`config.mk`:
```
export PLATFORM = sky130hd
export DESIGN_NAME = uart_bus_ctrl
export DESIGN_NICKNAME = d
export VERILOG_FILES = /design/src/rtl/uart_bus_ctrl.sv
export SDC_FILE = /design/constraint.sdc
export NUM_CORES = 1
export LEC_CHECK = 0
export BUFFER_PORTS_ARGS = -buffer_cell sky130_fd_sc_hd__buf_2
export CAP_MARGIN = 20
export CORE_UTILIZATION = 50
export CTS_CLUSTER_SIZE = 24
export DETAILED_ROUTE_END_ITERATION = 8
export PLACE_DENSITY_LB_ADDON = 0.12
export SKIP_LAST_GASP = 1
export SLEW_MARGIN = 40
export SYNTH_ARGS = -nofsm -noshare
export SYNTH_HDL_FRONTEND = slang
export SYNTH_SLANG_ARGS = --single-unit
```
`constraint.sdc`:
```
create_clock -name CLK50MHZ -period 2.3 [get_ports CLK50MHZ]
set_input_delay 0 -clock CLK50MHZ [delete_from_list [all_inputs] [get_ports CLK50MHZ]]
set_output_delay 0 -clock CLK50MHZ [all_outputs]
set_load 0.02 [all_outputs]
```
`src/rtl/uart_bus_ctrl.sv`:
```
// CPU-side register interface for the UART: mode/command programming, FIFO
// pop/push sequencing, sticky receive-error flags and the interrupt line.
module uart_bus_ctrl (
  input  logic       CLK50MHZ,
  input  logic       rst,
  input  logic       n_CS,
  input  logic       n_RD,
  input  logic       n_WR,
  input  logic       C_nD,
  input  logic [7:0] din,
  output logic [7:0] dout,
  input  logic [7:0] rx_data,
  input  logic       Rx_RDY,
  input  logic       Tx_RDY,
  input  logic       PE_in,
  input  logic       FE_in,
  input  logic       OE_in,
  output logic       rx_rd,
  output logic       tx_wr,
  output logic [7:0] tx_data,
  output logic       D_num,
  output logic       S_num,
  output logic [1:0] Par,
  output logic [1:0] baud_sel,
  output logic       rx_enable,
  output logic       tx_enable,
  output logic       Clr_EF,
  output logic       n_INT
);

  typedef enum logic {MODE_WAIT = 1'b0, CMD = 1'b1} state_t;

  state_t state;
  logic   wr_act, rd_act;
  logic   wr_act_p0, rd_act_p0;
  logic   wr_start, rd_start;
  logic   rx_ie;
  logic   pe_s, fe_s, oe_s;

  assign wr_act   = ~n_CS & ~n_WR;
  assign rd_act   = ~n_CS & ~n_RD;
  assign wr_start = wr_act & ~wr_act_p0;
  assign rd_start = rd_act & ~rd_act_p0;

  always_ff @(posedge CLK50MHZ) begin
    if (rst) begin
      state     <= MODE_WAIT;
      wr_act_p0 <= 1'b0;
      rd_act_p0 <= 1'b0;
      dout      <= 8'h00;
      tx_data   <= 8'h00;
      rx_rd     <= 1'b0;
      tx_wr     <= 1'b0;
      Clr_EF    <= 1'b0;
      D_num     <= 1'b1;
      S_num     <= 1'b0;
      Par       <= 2'b00;
      baud_sel  <= 2'b00;
      rx_enable <= 1'b0;
      tx_enable <= 1'b0;
      rx_ie     <= 1'b0;
      pe_s      <= 1'b0;
      fe_s      <= 1'b0;
      oe_s      <= 1'b0;
      n_INT     <= 1'b1;
    end else begin
      // p0: strobe history for edge detection; pulses default low
      wr_act_p0 <= wr_act;
      rd_act_p0 <= rd_act;
      rx_rd     <= 1'b0;
      tx_wr     <= 1'b0;
      Clr_EF    <= 1'b0;
      n_INT     <= ~((rx_ie & Rx_RDY) | pe_s | fe_s | oe_s);

      if (state == CMD) begin
        if (PE_in) pe_s <= 1'b1;
        if (FE_in) fe_s <= 1'b1;
        if (OE_in) oe_s <= 1'b1;
      end

      // Clears below come after the sets so a clear wins in the same cycle
      if (wr_start) begin
        if (C_nD) begin
          if (state == MODE_WAIT) begin
            baud_sel <= din[1:0];
            D_num    <= din[2];
            S_num    <= din[3];
            Par      <= din[5:4];
            state    <= CMD;
          end else if (din[6]) begin
            tx_enable <= 1'b0;
            rx_enable <= 1'b0;
            rx_ie     <= 1'b0;
            pe_s      <= 1'b0;
            fe_s      <= 1'b0;
            oe_s      <= 1'b0;
            D_num     <= 1'b1;
            S_num     <= 1'b0;
            Par       <= 2'b00;
            baud_sel  <= 2'b00;
            state     <= MODE_WAIT;
          end else begin
            tx_enable <= din[0];
            rx_ie     <= din[1];
            rx_enable <= din[2];
            if (din[4]) begin
              Clr_EF <= 1'b1;
              pe_s   <= 1'b0;
              fe_s   <= 1'b0;
              oe_s   <= 1'b0;
            end
          end
        end else if (state == CMD && tx_enable && Tx_RDY) begin
          tx_data <= din;
          tx_wr   <= 1'b1;
        end
      end

      if (rd_start) begin
        if (C_nD) begin
          dout <= {2'b00, (state == MODE_WAIT), oe_s, fe_s, pe_s, Rx_RDY, Tx_RDY};
        end else if (Rx_RDY) begin
          dout  <= rx_data;
          rx_rd <= 1'b1;
        end else begin
          dout <= 8'h00;
        end
      end
    end
  end

endmodule

```
== Word-level counts from Yosys, hierarchy flattened ==
Cells that the tools add are included.

* Input bits: 27
* Output and inout bits: 28
* Word-level logic and storage cells: 85
* Flip-flop bits (word level): 35

* Multiplexer cells: 38
* Bitwise operators: 18
* Reductions and logical operators: 9
* Eq/ne operators: 1

{| class="wikitable"
|+ Operators by type and width
! operator !! number
|-
| $mux 1 || 33
|-
| $mux 8 || 2
|-
| $not 1->1 || 10
|-
| $reduce_and 3->1 || 3
|-
| $mux 2 || 3
|-
| $reduce_or 3->1 || 2
|-
| $and 1x1->1 || 5
|-
| $reduce_or 5->1 || 1
|-
| $or 1x1->1 || 3
|-
| $logic_and 1x1->1 || 2
|-
| $ne 2x2->1 const B || 1
|-
| $reduce_and 2->1 || 1
|}

== Depth between registers and ports, before layout ==
Gate-level depths: netlist of run 1.

* Word-level depth: 7
* Gate-level depth with buffers: 5
* Gate-level depth less buffers: 3

== Least setup slack after synthesis of run 1 ==
OpenSTA, ideal clock, no wires.

* Kind: reg-to-reg
* From: reg wr_act_p0
* To: reg rx_enable
* Library setup time: 0.070 ns
* Buffers on the path: 1
* Clock period less this slack: 1.509 ns
* Setup slack: 0.791 ns
* Arrival: 1.439 ns
* Cell stages (with the launch flop): 5
* Path through: dfxtp_1 > or4b_1 > clkbuf_2 > or4_1 > a21oi_1

* Cells in the longest elaborated chain, start to end: 3

{| class="wikitable"
|+ Ends and longest elaborated chain
! item !! line !! RTL
|-
| start: declaration || 35 || <nowiki>logic wr_act_p0, rd_act_p0;</nowiki>
|-
| start signal: assignment || 68 || <nowiki>wr_act_p0 <= wr_act;</nowiki>
|-
| $not 1->1 || 42 || <nowiki>assign wr_start = wr_act & ~wr_act_p0;</nowiki>
|-
| $and 1x1->1 || 42 ||
|-
| $reduce_and 3->1 (no source line) || -- ||
|-
| end signal: assignment || 105 || <nowiki>rx_enable <= din[2];</nowiki>
|-
| end: declaration || 25 || <nowiki>output logic rx_enable,</nowiki>
|}

No other way between the ends.
A chain may end at the register's enable or synchronous reset.

== Worst setup path after layout of run 1 ==
* From: in n_RD
* To: reg dout[1]

* Cells in the longest elaborated chain, start to end: 3

{| class="wikitable"
|+ Ends and longest elaborated chain
! item !! line !! RTL
|-
| start: declaration || 7 || <nowiki>input logic n_RD,</nowiki>
|-
| $not 1->1 || 41 || <nowiki>assign rd_act = ~n_CS & ~n_RD;</nowiki>
|-
| $and 1x1->1 || 41 ||
|-
| $and 1x1->1 || 43 || <nowiki>assign rd_start = rd_act & ~rd_act_p0;</nowiki>
|-
| end signal: assignment || 121 || <nowiki>dout <= {2'b00, (state == MODE_WAIT), oe_s, fe_s, pe_s, Rx_RDY, Tx_RDY};</nowiki>
|-
| end signal: assignment || 123 || <nowiki>dout <= rx_data;</nowiki>
|-
| end: declaration || 11 || <nowiki>output logic [7:0] dout,</nowiki>
|}

No other way between the ends.

==> impl_metrics.toml, run 1 <==
[finish]
final_common_cell = "buf_2"
fill_cells = 175
final_nets = 247
drive_above_1_share_pct = 29.1
syn2layout_area_growth_pct = 41.7
final_cells = 250
antenna_cells = 0
layout_common_cells = "54 x buf_2, 35 x dfxtp_1, 24 x dlygate4sd3_1, 19 x nand2_1, 13 x o21ai_0"

[route]
wl_per_cell_um = 14.2
wl_mm = 3.55
drt_iter0_markers = 55
drc = 0
num_vias = 1392
drtPass1Iterations = 4
ant_nets = 0
avgViaCountPerCell = 5.57

[worst_setup_path]
reg2reg_to = "dout[1]$_SDFFE_PP0N_"
worst-path-stages = 6
crit_required_ns = 2.58
slowest_stage = "nor3_1"
end_kind = "register"
crit_top_cell = "dlygate4sd3_1"
r2r_cells = 4
critPathKind = "in -> reg"
crit_path_start = "n_RD"
cp_max_fo = 9
r2r_start = "rd_act_p0$_SDFF_PP0_"
start_kind = "input pin"
cp.buffers_inverters = 3
crit_path_end = "dout[1]$_SDFFE_PP0N_"
arrival_ns = 2.26
critical-path-top-delay-family = "buffers and inverters"
crit_chain = "dlygate4sd3_1 -> buf_2 -> nor3_1 -> o211ai_1 -> dlygate4sd3_1 -> a21oi_1"
regToRegSetupSlack_ns = 0.37
slowest_delay_ns = 0.65

[logic_synthesis]
yosys_warnings = 0
synth_ff_type = "dfxtp_1"
synth.cell_area_um2 = 1340
synth-edff-count = 0
synth_nets = 172
avgSynthCellArea_um2 = 9.27
yosysSeqAreaShare_pct = 52.1
synthArstFlopShare_pct = 0
synthCells = 145
synth_cell_types = 31
ys_ff_latch = 35

[floorplan]
chipHeight_um = 53.8
coreArea_um2 = 2500
die_w_um = 53.8
top_level_ports = 55
initial_core_util_pct = 53.8
die_area_um2 = 2900
rows = 18

[global_routing]
grt_pass1_vias = 1252
grt_max_degree = 18
grt.total_usage_pct = 27.2
antenna_found_initial = 0
grt_pass1_wl_mm = 5.53
overflow = 0

[power_and_ir_drop]
p_leak_nw = 0.853
internal_power_uw = 832
p_seq_share_pct = 56.7
p_per_area_nw_per_um2 = 587
vdd_drop_max_mv = 0.462
clkPwrFrac_pct = 30.1
pwr-share-comb_pct = 13.2
swShare_pct = 25.5
p_sw_uw = 285
p_total_mw = 1.12

[outcome]
status = "complete, no violations"

[timing]
setup_violations = 0
tightest_slew_ns = 0.813
rsz0062_at_grt = "no"
hold_violations = 0
period_needed_ns = 1.98
drv_slew = 0
fin_skew_ns = 0.00606
post-route-period-util_pct = 86.1
fmax_ghz = 0.505
fin_setup_tns_ns = 0
slew_headroom_pct = 45.4

[clocking]
clk_latency_ns = 0.34
cts_buffers = 5
htree_num_levels = 2
hold_buffers = 24
post-cts-setup-buffer-count = 0
cts.repair.resized = 0
max-clock-path-buffers = 2
clockRootBuffer = "clkbuf_4"
cts.sinks = 35
clk_pin_slew_ns = 0.10
cts_tree = "built"

[worst_hold_path]
hold_class = "in -> reg"

[placed_design]
hpwl_mm = 2.37
dp_cells = 219
place_congestion = 0.811
placement.io_buffers = 54

[run]
maxCapViolations = 0
synthesized netlist by cell type, types with 2 or more instances:
cell | instances | area [um^2]
nand3_1 | 4 | 20.0
nand4b_1 | 3 | 26.3
mux2i_1 | 8 | 80.1
dfxtp_1 | 35 | 701
nand2_1 | 19 | 71.3
nor2b_1 | 2 | 12.5
a21oi_1 | 11 | 55.1
nor2_1 | 8 | 30.0
or4_1 | 2 | 15.0
o21ai_0 | 13 | 65.1
nor3_1 | 7 | 35.0
clkbuf_1 | 7 | 26.3
a221oi_1 | 5 | 43.8
clkinv_1 | 2 | 7.51
a32o_1 | 3 | 30.0
metal layers:
layer	track usage, %	share of wire, %	up-vias
met1	33.9	45	657
met4	8.33	0.90	0
met2	45.1	47	55
met5	0	0	-
li1	-	-	676
met3	7.63	7.0	4
how the worst min path moves through the flow:
stage / startpoint / end / slack (ns) / cells after the start
4_1_cts: rst / tx_wr$_SDFF_PP0_ / 0.008 / 2
2_1_floorplan: n_RD / rd_act_p0$_SDFF_PP0_ / 0.08 / 1
6_report: PE_in / pe_s$_SDFF_PP0_ / 0.02 / 3
3_5_place_dp: n_RD / rd_act_p0$_SDFF_PP0_ / 0.20 / 2
3_3_place_gp: n_RD / rd_act_p0$_SDFF_PP0_ / 0.19 / 2
5_1_grt: rst / tx_wr$_SDFF_PP0_ / 0.01 / 2
area by class of cell:
| class | instances | area, um^2 | share of cell area (%) |
|---|---|---|---|
| Timing Repair Buffer | 79 | 518 | 27.2 |
| Sequential cell | 35 | 701 | 36.8 |
| Multi-Input combinational cell | 96 | 581 | 30.5 |
| Inverter | 3 | 11.3 | 0.591 |
| Clock buffer | 6 | 51.3 | 2.69 |
| Tap cell | 30 | 37.5 | 1.97 |
| Clock inverter | 1 | 5.00 | 0.263 |
metrics by stage:
stage	hold slack (ns)	area (um^2)	utilization (%)	setup slack, ns
final	0.0174	1900	76.2	0.319
after global routing	0.0125	1900	76.2	0.166
after CTS	0.00767	1900	76.2	0.403
after detailed placement	0.199	1610	64.3	0.594
after global placement	0.193	1610	64.3	0.670
after floorplan	0.0768	1340	-	0.791
power by group through the flow:
stage	clock network (mW)	registers (mW)	logic (mW)
4_1_cts	0.344	0.633	0.144
2_1_floorplan	0	0.658	0.0531
5_1_grt	0.371	0.635	0.160
3_5_place_dp	0	0.647	0.114
6_report	0.337	0.633	0.147
3_3_place_gp	0	0.646	0.111
flip-flops by register name, indices dropped and copies added (netlist names), 2 cells and up:
name      count
baud_sel      2
Par           2
dout          8
tx_data       8
worst reg2reg max path: cells and delay by family (launching register included):
kind	cells	cell delay, ns
AND/OR/NAND/NOR	1	0.61
flip-flops	1	0.32
AO/OA/AOI/OAI	2	0.33
buffers and inverters	1	0.61
cells by family after synthesis:
family                 synth area share (%)
AO/OA/AOI/OAI                          16.7
buffers and inverters                  4.65
flip-flops                             52.1
multiplexers                           5.96
AND/OR/NAND/NOR                        20.6
Note: power is estimated with default switching activity, not from simulation.
==> run 2: changes to the inputs <==
ABC_CLOCK_PERIOD_IN_PS = 2300   (was not set)
CTS_CLUSTER_DIAMETER = 60   (was not set)
GPL_TIMING_DRIVEN = 0   (was not set)
==> run 2 against run 1 <==
Net effect: the flow now finishes with violations (negative hold slack); wire length up 0.85%; core utilization up 1.7 points; fmax is 5.4% higher; combinational power increased by 4%; sequential share of layout area fell by 0.78 points; clock skew barely moved; final area rose by 2.2%; global-route usage shrank 1.7 points; worst hold slack lost 0.038 ns.
==> impl_metrics.toml, run 2 (synthesis results as in run 1) <==
[finish]
final_nets = 254
layout_common_cells = "53 x buf_2, 35 x dfxtp_1, 23 x dlygate4sd3_1, 19 x nand2_1, 13 x o21ai_0"
largestRegisters = "dout (8), tx_data (8)"
utilization_pct = 77.8
final_cells = 258
syn2layout_area_growth_pct = 44.8
antenna_cells = 0
fin_area_um2 = 1950
drive_above_1_share_pct = 28.5
final_common_cell = "buf_2"

[placed_design]
hpwl_mm = 2.46
place_congestion = 0.774
dp_cells = 227
placement.io_buffers = 52
placed_cell_area_um2 = 1640

[clocking]
cts_buffers = 5
clk_latency_ns = 0.33
max-clock-path-buffers = 2
cts_tree = "built"
cts.sinks = 35
cts.repair.resized = 0
htree_num_levels = 2
clockRootBuffer = "clkbuf_4"
clk_pin_slew_ns = 0.11

[timing]
rsz0062_at_grt = "no"
fin_setup_tns_ns = 0
tightest_slew_ns = 0.800
fin_skew_ns = 0.00589
slew_headroom_pct = 46.2
post-route-period-util_pct = 81.7
drv_slew = 0
whs_ns = -0.0209
fmax_ghz = 0.532
period_needed_ns = 1.88
hold_violations = 1
setup_violations = 0

[power_and_ir_drop]
p_leak_nw = 0.864
p_per_area_nw_per_um2 = 598
vdd_drop_max_mv = 0.544

[route]
drc = 0
ant_nets = 0
wl_per_cell_um = 13.9
drt_iter0_markers = 29
drtPass1Iterations = 4
num_vias = 1416
wl_mm = 3.58
avgViaCountPerCell = 5.49

[global_routing]
top_usage_layer = "met2"
antenna_found_initial = 0
overflow = 0
grt_pass1_vias = 1223
use_met3_pct = 6.21
grt_pass1_wl_mm = 5.23
grt_max_degree = 11
grt.total_usage_pct = 25.5
use_met1_pct = 30.9
met2_usage_pct = 42.4

[floorplan]
die_area_um2 = 2900
initial_core_util_pct = 53.8
top_level_ports = 55
chipHeight_um = 53.8
die_w_um = 53.8
rows = 18
coreArea_um2 = 2500

[outcome]
violations = "negative hold slack"
status = "finished with violations"

[worst_hold_path]
hold_class = "in -> reg"

[worst_setup_path]
start_kind = "register"
crit_chain = "clkbuf_1 -> clkinv_1 -> o21ai_0 -> a22oi_1"
end_kind = "register"
critPathKind = "reg -> reg"
crit_required_ns = 2.49
cp.buffers_inverters = 2
slowest_delay_ns = 0.50
cp_max_fo = 10
critical-path-top-delay-family = "buffers and inverters"
arrival_ns = 2.07
slowest_stage = "o21ai_0"

[run]
maxCapViolations = 0
[run 2: path summary, 6_finish.rpt]
kind | slack (ns) | from | to | cells after the start
max reg2reg | 0.42 | state$_SDFFE_PP0P_ | D_num$_SDFFE_PP1P_ | 4
max | 0.42 | state$_SDFFE_PP0P_ | D_num$_SDFFE_PP1P_ | 4
min reg2reg | 0.46 | dout[6]$_SDFFE_PP0N_ | dout[6]$_SDFFE_PP0N_ | 2
min | -0.02 | OE_in | oe_s$_SDFF_PP0_ | 3
[run 2: routing by layer]
layer / up-vias / part of all wire (%)
met5: - / 0
met4: 0 / 1.6
met3: 9 / 6.0
met2: 56 / 48
met1: 662 / 44
li1: 689 / -
[run 2: cell type report]
type                       count  area, um^2
inverter                       3        11.3
sequential                    35         701
timing repair buffer          75         490
clock buffer                   8        68.8
buffer                        11        51.3
fill                         193         554
tap                           30        37.5
multi-input combinational     96         586
[run 2: what timing repair did]
action	CTS	global route
endpoints found under the setup margin	0	0
endpoints found under the hold margin	30	0
hold buffers	23	0
buffers inserted	0	0
[run 2: through the flow]
stage / worst slack [ns] / total power [mW]
6_report: 0.420 / 1.16
5_1_grt: 0.310 / 1.20
4_1_cts: 0.272 / 1.16
3_5_place_dp: 0.475 / 0.766
3_3_place_gp: 0.580 / 0.760
2_1_floorplan: 0.791 / 0.711
[run 2: where the power goes]
| group | internal (mW) | switching (mW) | leakage (nW) | total, mW |
|---|---|---|---|---|
| Clock | 0.180 | 0.200 | 0.0386 | 0.380 |
| Sequential | 0.622 | 0.00929 | 0.284 | 0.631 |
| Combinational | 0.0707 | 0.0820 | 0.542 | 0.153 |
| Total | 0.873 | 0.291 | 0.864 | 1.16 |
[run 2: worst min-delay path, stage by stage]
cell and delay, ns:
buf_2 0.08, a21oi_1 0.06, nor3_1 0.13
